$ cat src/rtl/alu_issue_ctrl.sv
// alu_issue_ctrl
// Single-issue sequencer around a 16-bit combinational ALU. An instruction is
// accepted in IDLE, its operands are registered onto the ALU inputs, the ALU
// settles during EXEC, and the result, flags, PC and return stack update on
// the EXEC edge. The result is held in DONE until the consumer takes it.
// Control opcodes (0x12-0x18) ignore the ALU and resolve branches against the
// flag register left by the previous instruction.

module alu_issue_ctrl #(
  parameter int                DATA_W      = 16,
  parameter int                STACK_DEPTH = 4,
  parameter logic [DATA_W-1:0] PC_RESET    = '0
) (
  input  logic              clk,
  input  logic              rst_n,
  input  logic              instr_valid,
  output logic              instr_ready,
  input  logic [5:0]        instr_op,
  input  logic [DATA_W-1:0] instr_a,
  input  logic [DATA_W-1:0] instr_b,
  output logic [DATA_W-1:0] alu_a,
  output logic [DATA_W-1:0] alu_b,
  output logic [5:0]        alu_op,
  input  logic [DATA_W-1:0] alu_result,
  input  logic              alu_z,
  input  logic              alu_n,
  input  logic              alu_c,
  input  logic              alu_o,
  output logic              res_valid,
  input  logic              res_ready,
  output logic [DATA_W-1:0] res_data,
  output logic [3:0]        res_flags,
  output logic [DATA_W-1:0] pc,
  output logic              branch_taken,
  output logic              illegal_op,
  output logic              stack_err
);

  // Stack pointer counts occupied entries, 0..STACK_DEPTH inclusive.
  localparam int SP_W  = $clog2(STACK_DEPTH + 1);
  localparam int IDX_W = (STACK_DEPTH > 1) ? $clog2(STACK_DEPTH) : 1;
  localparam int SLOTS = 1 << IDX_W;

  localparam logic [SP_W-1:0]   SP_FULL  = SP_W'(STACK_DEPTH);
  localparam logic [SP_W-1:0]   SP_EMPTY = SP_W'(0);
  localparam logic [SP_W-1:0]   SP_ONE   = SP_W'(1);
  localparam logic [DATA_W-1:0] PC_ONE   = DATA_W'(1);

  localparam logic [5:0] OP_LAST_ALU = 6'h11;
  localparam logic [5:0] OP_BRZ      = 6'h12;
  localparam logic [5:0] OP_BRN      = 6'h13;
  localparam logic [5:0] OP_BRC      = 6'h14;
  localparam logic [5:0] OP_BRO      = 6'h15;
  localparam logic [5:0] OP_BRA      = 6'h16;
  localparam logic [5:0] OP_JMP      = 6'h17;
  localparam logic [5:0] OP_RET      = 6'h18;

  typedef enum logic [1:0] {
    ST_IDLE = 2'd0,
    ST_EXEC = 2'd1,
    ST_DONE = 2'd2
  } state_t;

  // Conditional branch test against the stored {Z,N,C,O} flags.
  function automatic logic branch_cond(input logic [5:0] op, input logic [3:0] flg);
    logic hit;
    case (op)
      OP_BRZ:  hit = flg[3];
      OP_BRN:  hit = flg[2];
      OP_BRC:  hit = flg[1];
      OP_BRO:  hit = flg[0];
      default: hit = 1'b0;
    endcase
    return hit;
  endfunction

  state_t              state_r, state_nxt_s;
  logic                ready_s, valid_s;

  logic [DATA_W-1:0]   alu_a_r, alu_b_r;
  logic [5:0]          alu_op_r;
  logic [DATA_W-1:0]   res_data_r, pc_r;
  logic [3:0]          flags_r;
  logic                taken_r, illegal_r, stack_err_r;

  logic [SP_W-1:0]     sp_r;
  logic [DATA_W-1:0]   stack_r [SLOTS];
  logic [IDX_W-1:0]    push_idx_s, pop_idx_s;

  logic [DATA_W-1:0]   pc_inc_s, nxt_pc_s, nxt_data_s;
  logic [3:0]          nxt_flags_s;
  logic                nxt_taken_s, nxt_ill_s;
  logic                push_s, pop_s, err_set_s;

  assign pc_inc_s   = pc_r + PC_ONE;
  assign push_idx_s = IDX_W'(sp_r);
  assign pop_idx_s  = IDX_W'(sp_r - SP_ONE);

  // FSM state register.
  always_ff @(posedge clk or negedge rst_n) begin
    if (!rst_n) begin
      state_r <= ST_IDLE;
    end else begin
      state_r <= state_nxt_s;
    end
  end

  // FSM next-state: one cycle of EXEC, DONE waits for the consumer.
  always_comb begin
    state_nxt_s = state_r;
    case (state_r)
      ST_IDLE: begin
        if (instr_valid) begin
          state_nxt_s = ST_EXEC;
        end else begin
          state_nxt_s = ST_IDLE;
        end
      end
      ST_EXEC: state_nxt_s = ST_DONE;
      ST_DONE: begin
        if (res_ready) begin
          state_nxt_s = ST_IDLE;
        end else begin
          state_nxt_s = ST_DONE;
        end
      end
      default: state_nxt_s = ST_IDLE;
    endcase
  end

  // FSM outputs: handshake strobes decoded from the state register.
  always_comb begin
    ready_s = 1'b0;
    valid_s = 1'b0;
    case (state_r)
      ST_IDLE: ready_s = 1'b1;
      ST_DONE: valid_s = 1'b1;
      default: begin
        ready_s = 1'b0;
        valid_s = 1'b0;
      end
    endcase
  end

  // Operand capture: ALU inputs are registered when an instruction is accepted.
  always_ff @(posedge clk or negedge rst_n) begin
    if (!rst_n) begin
      alu_a_r  <= {DATA_W{1'b0}};
      alu_b_r  <= {DATA_W{1'b0}};
      alu_op_r <= 6'h00;
    end else if ((state_r == ST_IDLE) && instr_valid) begin
      alu_a_r  <= instr_a;
      alu_b_r  <= instr_b;
      alu_op_r <= instr_op;
    end
  end

  // Execute decode: new PC, result, flags and stack action for the latched op.
  always_comb begin
    nxt_pc_s    = pc_inc_s;
    nxt_data_s  = {DATA_W{1'b0}};
    nxt_flags_s = flags_r;
    nxt_taken_s = 1'b0;
    nxt_ill_s   = 1'b0;
    push_s      = 1'b0;
    pop_s       = 1'b0;
    err_set_s   = 1'b0;
    if (alu_op_r <= OP_LAST_ALU) begin
      nxt_data_s  = alu_result;
      nxt_flags_s = {alu_z, alu_n, alu_c, alu_o};
    end else begin
      case (alu_op_r)
        OP_BRZ, OP_BRN, OP_BRC, OP_BRO: begin
          if (branch_cond(alu_op_r, flags_r)) begin
            nxt_pc_s    = alu_b_r;
            nxt_taken_s = 1'b1;
          end else begin
            nxt_pc_s    = pc_inc_s;
          end
        end
        OP_BRA: begin
          nxt_pc_s    = alu_b_r;
          nxt_taken_s = 1'b1;
        end
        OP_JMP: begin
          if (sp_r == SP_FULL) begin
            err_set_s   = 1'b1;
          end else begin
            push_s      = 1'b1;
            nxt_pc_s    = alu_b_r;
            nxt_taken_s = 1'b1;
          end
        end
        OP_RET: begin
          if (sp_r == SP_EMPTY) begin
            err_set_s   = 1'b1;
          end else begin
            pop_s       = 1'b1;
            nxt_pc_s    = stack_r[pop_idx_s];
            nxt_taken_s = 1'b1;
          end
        end
        default: nxt_ill_s = 1'b1;
      endcase
      // Control ops report the new PC; illegal ops report zero.
      if (nxt_ill_s) begin
        nxt_data_s = {DATA_W{1'b0}};
      end else begin
        nxt_data_s = nxt_pc_s;
      end
    end
  end

  // Result, flag and PC registers load on the EXEC edge and hold through DONE.
  always_ff @(posedge clk or negedge rst_n) begin
    if (!rst_n) begin
      res_data_r  <= {DATA_W{1'b0}};
      flags_r     <= 4'h0;
      pc_r        <= PC_RESET;
      taken_r     <= 1'b0;
      illegal_r   <= 1'b0;
      stack_err_r <= 1'b0;
    end else if (state_r == ST_EXEC) begin
      res_data_r  <= nxt_data_s;
      flags_r     <= nxt_flags_s;
      pc_r        <= nxt_pc_s;
      taken_r     <= nxt_taken_s;
      illegal_r   <= nxt_ill_s;
      stack_err_r <= stack_err_r | err_set_s;
    end
  end

  // Return-address stack: push stores pc+1 (wrapping), pop just drops the pointer.
  always_ff @(posedge clk or negedge rst_n) begin
    if (!rst_n) begin
      sp_r <= SP_EMPTY;
      for (int i = 0; i < SLOTS; i++) begin
        stack_r[i] <= {DATA_W{1'b0}};
      end
    end else if ((state_r == ST_EXEC) && push_s) begin
      stack_r[push_idx_s] <= pc_inc_s;
      sp_r                <= sp_r + SP_ONE;
    end else if ((state_r == ST_EXEC) && pop_s) begin
      sp_r                <= sp_r - SP_ONE;
    end
  end

  assign instr_ready  = ready_s;
  assign res_valid    = valid_s;
  assign alu_a        = alu_a_r;
  assign alu_b        = alu_b_r;
  assign alu_op       = alu_op_r;
  assign res_data     = res_data_r;
  assign res_flags    = flags_r;
  assign pc           = pc_r;
  assign branch_taken = taken_r;
  assign illegal_op   = illegal_r;
  assign stack_err    = stack_err_r;

endmodule

$ cat config.mk
export PLATFORM = sky130hd
export DESIGN_NAME = alu_issue_ctrl
export DESIGN_NICKNAME = d
export VERILOG_FILES = /design/src/rtl/alu_issue_ctrl.sv
export SDC_FILE = /design/constraint.sdc
export NUM_CORES = 1
export LEC_CHECK = 0
export ABC_AREA = 1
export CORE_AREA = 2 2 149 151
export CTS_CLUSTER_SIZE = 10
export DETAILED_ROUTE_END_ITERATION = 10
export DIE_AREA = 0 0 151 153
export GPL_ROUTABILITY_DRIVEN = 0
export GPL_TIMING_DRIVEN = 0
export HOLD_SLACK_MARGIN = 0.06
export SETUP_SLACK_MARGIN = 0.02
export SLEW_MARGIN = 25
export SYNTH_ARGS = -nofsm -noshare
export SYNTH_HDL_FRONTEND = slang
export SYNTH_SLANG_ARGS = --single-unit
$ cat constraint.sdc
create_clock -name clk -period 5 [get_ports clk]
set_clock_uncertainty 0.1 [all_clocks]
set_input_delay 1 -clock clk [delete_from_list [all_inputs] [get_ports clk]]
set_output_delay 1 -clock clk [all_outputs]
set_load 0.005 [all_outputs]
After elaboration in Yosys (flattened, before gate mapping)
Index checks and enable logic that the tools add are counted.
- bits in registers: 146
- output and inout bits: 79
- word-level logic and storage cells: 84
- $add $sub $neg: 3
- magnitude comparators: 4
- equality and inequality tests: 10
- multiplexer cells: 39
- bitwise logic cells: 3
- reduce and logical (&&, ||, !) cells: 10
- operators by type and width (operator ; count):
    $mux 16 ; 9
    $bwmux 64 ; 1
    $pmux 16 s4 ; 1
    $eq 6x5->1 const B ; 7
    $bmux 16 s2 ; 1
    $demux 16 s2 ; 1
    $mux 1 ; 19
    $add 16x1->16 const B ; 1
    $pmux 1 s4 ; 2
    $reduce_or 7->1 ; 1
    $ge 3x3->1 const B ; 2
    $le 6x5->1 const B ; 1
    $mux 3 ; 2
    $not 2->3 ; 2
    $pmux 2 s3 ; 1
    $logic_and 1x1->1 ; 4
    $reduce_or 4->1 ; 1
    $add 3x1->3 const B ; 1
    $eq 3x3->1 const B ; 1
    $logic_not 3->1 ; 1
    $lt 3x1->1 const B ; 1
    $sub 3x1->3 const B ; 1
    $eq 2x1->1 const B ; 1
    $eq 2x2->1 const B ; 1
    other kinds (6) ; 6

Logic depth before layout (Yosys ltp)
- depth after elaboration: 9
- depth in mapped cells: 14
- mapped depth without buffers: 12

Worst setup path after synthesis
Ideal clock, no wire load.
- path type: reg2reg
- start: register sp_r[0]
- end: register pc_r[5] (netlist: pc[5])
- setup time: 0.121 ns
- data arrival time: 2.100 ns
- setup slack: 2.678 ns
- stages on the path, launching flop included: 13
- buffers on the path: 2
- period minus slack after synthesis: 2.322 ns
- cells stage by stage: dfrtp_1 > inv_2 > clkbuf_1 > ha_1 > ha_1 > inv_1 > o211ai_1 > nand2_4 > buf_6 > nand2_1 > nand3_1 > nand2_1 > nand2_1
- cells in the longest elaborated chain, start to end: 8
- ends and longest elaborated chain (what ; RTL line ; text):
    start: declaration ; 86 ; logic [SP_W-1:0] sp_r;
    start signal: assignment ; 242 ; sp_r <= sp_r + SP_ONE;
    start signal: assignment ; 244 ; sp_r <= sp_r - SP_ONE;
    $sub 3x1->3 ; n/a ;
    net pop_idx_s[0] ; 88 ; logic [IDX_W-1:0] push_idx_s, pop_idx_s;
    $not 2->3 (not written as such) ; 199 ; nxt_pc_s = stack_r[pop_idx_s];
    $bmux 16 s2 ; 199 ;
    $mux 16 (not written as such) (2 in series) ; 199 ;
    $mux 16 ; 195 ; if (sp_r == SP_EMPTY) begin
    $pmux 16 s4 ; 172 ; case (alu_op_r)
    $mux 16 ; 168 ; if (alu_op_r <= OP_LAST_ALU) begin
    end signal: assignment ; 226 ; pc_r <= nxt_pc_s;
    end: declaration ; 82 ; logic [DATA_W-1:0] res_data_r, pc_r;
The timed path passes the listed nets, and every way through them passes these cells. The select of a mux whose other input is x is not followed.
A chain may end at the register's enable or synchronous reset.

Worst setup path in the final report
- start: register sp_r[0]
- end: register pc_r[10] (netlist: pc[10])
Same word-level chain as after synthesis.

==> key figures <==
Synthesis
  • Syn avg cell area: 7.68 um^2
  • Post-Syn Nets: 1031
  • Top_reg_cell synth: dfrtp_1
  • Yosys warns: 0
  • Post-synthesis register bit count: 146
  • Yosys cell types: 38
  • Async SR Flop Fraction: 1.00
  • Number of enable flip-flop cells after synthesis: 0
  • Register area share after synthesis: 0.494
  • Post-synthesis cell area: 7390 um^2
  • Gate Count Post-Synth: 962

Finish
  • Layout cells sized above 1: 0.0767
  • Final #Nets: 1192
  • P&R area growth vs syn: 32.4%
  • Register area: 3650 um^2
  • Diodes inserted: 0
  • Fillers: 2233
  • Design area: 9790 um^2
  • Non-Filler Instances: 1414
  • Multi-input logic area: 3170 um^2
  • Final design utilization: 0.455

Run status
  • Status: finished, final reports clean

Clocking
  • CTS tree: yes
  • Post CTS Setup Buffer Count: 0
  • Root buffer cell: clkbuf_16
  • Clock buffer depth: 2
  • Post-CTS Hold Fix Bufs: 0
  • Clock Sink Count: 146
  • H-Tree Level Count: 4
  • CTS buffer count: 17
  • Clock Latency Late Sink: 0.43 ns
  • Resize count post-CTS: 0
  • Reg clk slew, reported paths: 0.06 ns

Place
  • DP HPWL: 17200 um
  • Port buffer count: 140
  • Cell Count Post-Placement: 1384
  • Post-placement cell area: 9200 um^2
  • Pre-CTS WS: 1.77 ns

Worst setup path
  • Critical-path top delay cell: clkbuf_1
  • Worst EP arrival: 3.44 ns
  • Critical path data required time: 5.22 ns
  • Worst Setup End Kind: register
  • Worst path cell trace: inv_2 > clkbuf_1 > ha_1 > inv_1 > clkbuf_1 > nor2_1 > o21ai_0 > nand2_1 > nand2_1 > nand2_1 > nor2_1 > nand3_1 > nand2_1 > nand2_1
  • Crit path launch type: register
  • Worst Path Max Fanout: 11
  • CP peak stage delay: 0.51 ns
  • Setup CP Type: reg -> reg
  • Worst r2r src: sp_r[0]
  • Most frequent CP cell: nand2_1
  • Setup crit start: sp_r[0]

Pwr
  • Pint: 0.00328 W
  • Leak Pwr: 4.62 nW
  • Logic pwr share: 0.431
  • Reg power frac: 0.326
  • Clock share of power: 0.243
  • Sw frac: 0.396
  • IR drop worst, VDD: 0.344 mV
  • Switching Power: 0.00215 W
  • Pwr dens: 555 nW/um^2

Floorplanning
  • Io pins: 141
  • Horiz. Die Dim: 151 um
  • Total core area: 21500 um^2
  • Initial cell density of the core: 0.344
  • Site row count: 54
  • Die Y: 153 um
  • Die area: 23100 um^2

Timing
  • Unrepaired setup endpoints after global routing: no
  • Final setup viols: 0
  • Fmax: 310 MHz
  • Slew Limit Fails: 0
  • Final worst slack: 1.78 ns
  • Slew margin rel.: 0.506
  • Min Tclk post-route: 3.22 ns
  • Final Hold Vio Count: 0
  • Tcrit/Tclk final: 0.644
  • Least-Margin Pin Slew: 0.739 ns

Detailed routing
  • Drt total wl: 23500 um
  • Via density: 4.91
  • # DRC: 0
  • WL per Instance: 16.6 um
  • Antenna viol nets, final: 0
  • Via count: 6949
  • Initial DRC count: 474
  • First-pass detailed-route iteration total: 5

Run
  • Max-cap violation count: 0

Global routing
  • Vias in the first global route: 6972
  • First-pass GRT wire length: 38000 um
  • Gr usage total: 0.214
  • Antenna violations before repair: 0
  • Largest net degree at the start of global routing: 56
  • Grt total ovfl: 0

Hold path
  • Worst min path class: in -> async
## routing by layer
metal  global-route usage  routed length, um  vias to the layer above  share of wire
li1                     -                  -                     3388              -
met1                0.281              10400                     3308           0.44
met2                0.348              11100                      221           0.47
met3               0.0525               1580                       32          0.067
met4               0.0636                403                        0          0.017
met5                    0                  0                        -              0
## final timing paths
check                                  to  slack (ns)  cells past startpoint
worst max-delay path               pc[10]        1.78                     14
worst min-delay path            alu_op[3]        0.37                      1
worst max register to register     pc[10]        1.78                     14
worst min register to register   alu_a[6]        0.38                      2
max in group asynchronous           pc[9]        3.83                      2
min in group clk                 alu_a[6]        0.38                      2
## critical path: cells and delay by family (launching register included)
family / cells / cell delay, ns
AOI/OAI and AO/OA: 1 / 0.09
adders and majority gates: 1 / 0.42
buffers and inverters: 4 / 1.23
DFF: 1 / 0.47
and+or+nand+nor: 8 / 0.80
## sequential cells by signal, indices dropped and copies added, names as in the netlist, 2 cells and up
| name | cells |
|---|---|
| stack_r | 64 |
| alu_a | 16 |
| alu_b | 16 |
| pc | 16 |
| res_data | 16 |
| alu_op | 6 |
| res_flags | 4 |
| sp_r | 3 |
| state_r | 2 |
## cell usage in the layout, fill, tap and decap left out, types with 3 or more instances in the layout
master,n
inv_6,3
o22ai_1,11
nor2_4,4
nand3_1,46
a22o_1,15
nand2_1,361
xor2_1,5
o21ai_0,90
nand2_4,3
buf_4,3
buf_6,4
o21ai_1,20
clkbuf_16,17
nand2_2,6
a21oi_1,20
buf_2,15
clkinv_2,3
nand4_1,3
inv_1,83
dfrtp_1,146
nor2_1,66
inv_2,9
bufinv_16,3
clkbuf_1,18
buf_1,3
a22oi_1,6
clkdlybuf4s50_1,139
ha_1,7
## cell usage after synthesis (2+ instances only)
master    number  area share
dfrtp_1      146        0.49
o21ai_1       20       0.014
inv_1         83       0.042
nand4_1        3      0.0025
nand2_1      361        0.18
a22oi_1        6      0.0061
buf_6          4      0.0061
a21oi_2        2      0.0024
a22o_1        15       0.018
clkbuf_1      17      0.0086
inv_2          9      0.0046
nor2_1        66       0.034
o211ai_1       2      0.0020
o21ai_0       90       0.061
xor2_1         5      0.0059
buf_1          3      0.0015
nand2_4        3      0.0046
o21ai_2        2      0.0024
nor2_2         2      0.0017
nand3_1       46       0.031
o22ai_1       11      0.0093
nor2_4         4      0.0061
buf_2         15       0.010
nand2_2        6      0.0051
ha_1           7       0.012
a21oi_1       20       0.014
buf_4          3      0.0030
## final cells by class
| cell class | count | share of cell area |
|---|---|---|
| Multi-Input combinational cell | 681 | 0.323 |
| Clock buffer | 18 | 0.0439 |
| Inverter | 93 | 0.0359 |
| Buffer | 42 | 0.0222 |
| Tap cell | 280 | 0.0358 |
| Clock inverter | 12 | 0.0160 |
| Timing Repair Buffer | 142 | 0.149 |
| Sequential cell | 146 | 0.373 |
## through the flow
| stage | hold WS, ns | setup TNS, ns | total power [W] |
|---|---|---|---|
| 4_1_cts | 0.383 | 0 | 0.00546 |
| 3_3_place_gp | 0.361 | -500.49 | 0.00410 |
| 5_1_grt | 0.401 | 0 | 0.00579 |
| 6_report | 0.372 | 0 | 0.00543 |
| 3_5_place_dp | 0.365 | 0 | 0.00412 |
| 2_1_floorplan | 0.344 | 0 | 0.00294 |
## kinds of logic (layout without fill, tap and decap cells)
kind of cell | after synthesis | in the layout | synth area share
XOR/XNOR | 6 | 6 | 0.00711
adder cells (fa/ha/maj) | 7 | 7 | 0.0119
multiplexers | 1 | 1 | 0.00152
buffers and inverters | 135 | 307 | 0.0771
AO/OA/AOI/OAI | 171 | 171 | 0.131
AND/OR/NAND/NOR | 496 | 496 | 0.277
flip-flops | 146 | 146 | 0.494
## power by group through the flow
stage	combinational [W]	clock, W	sequential [W]
after floorplan	0.00120	0	0.00174
after global placement	0.00232	0	0.00178
after detailed placement	0.00234	0	0.00178
after CTS	0.00236	0.00133	0.00177
after global routing	0.00259	0.00138	0.00182
final	0.00234	0.00132	0.00177
Power figures use the tool's default switching activity.
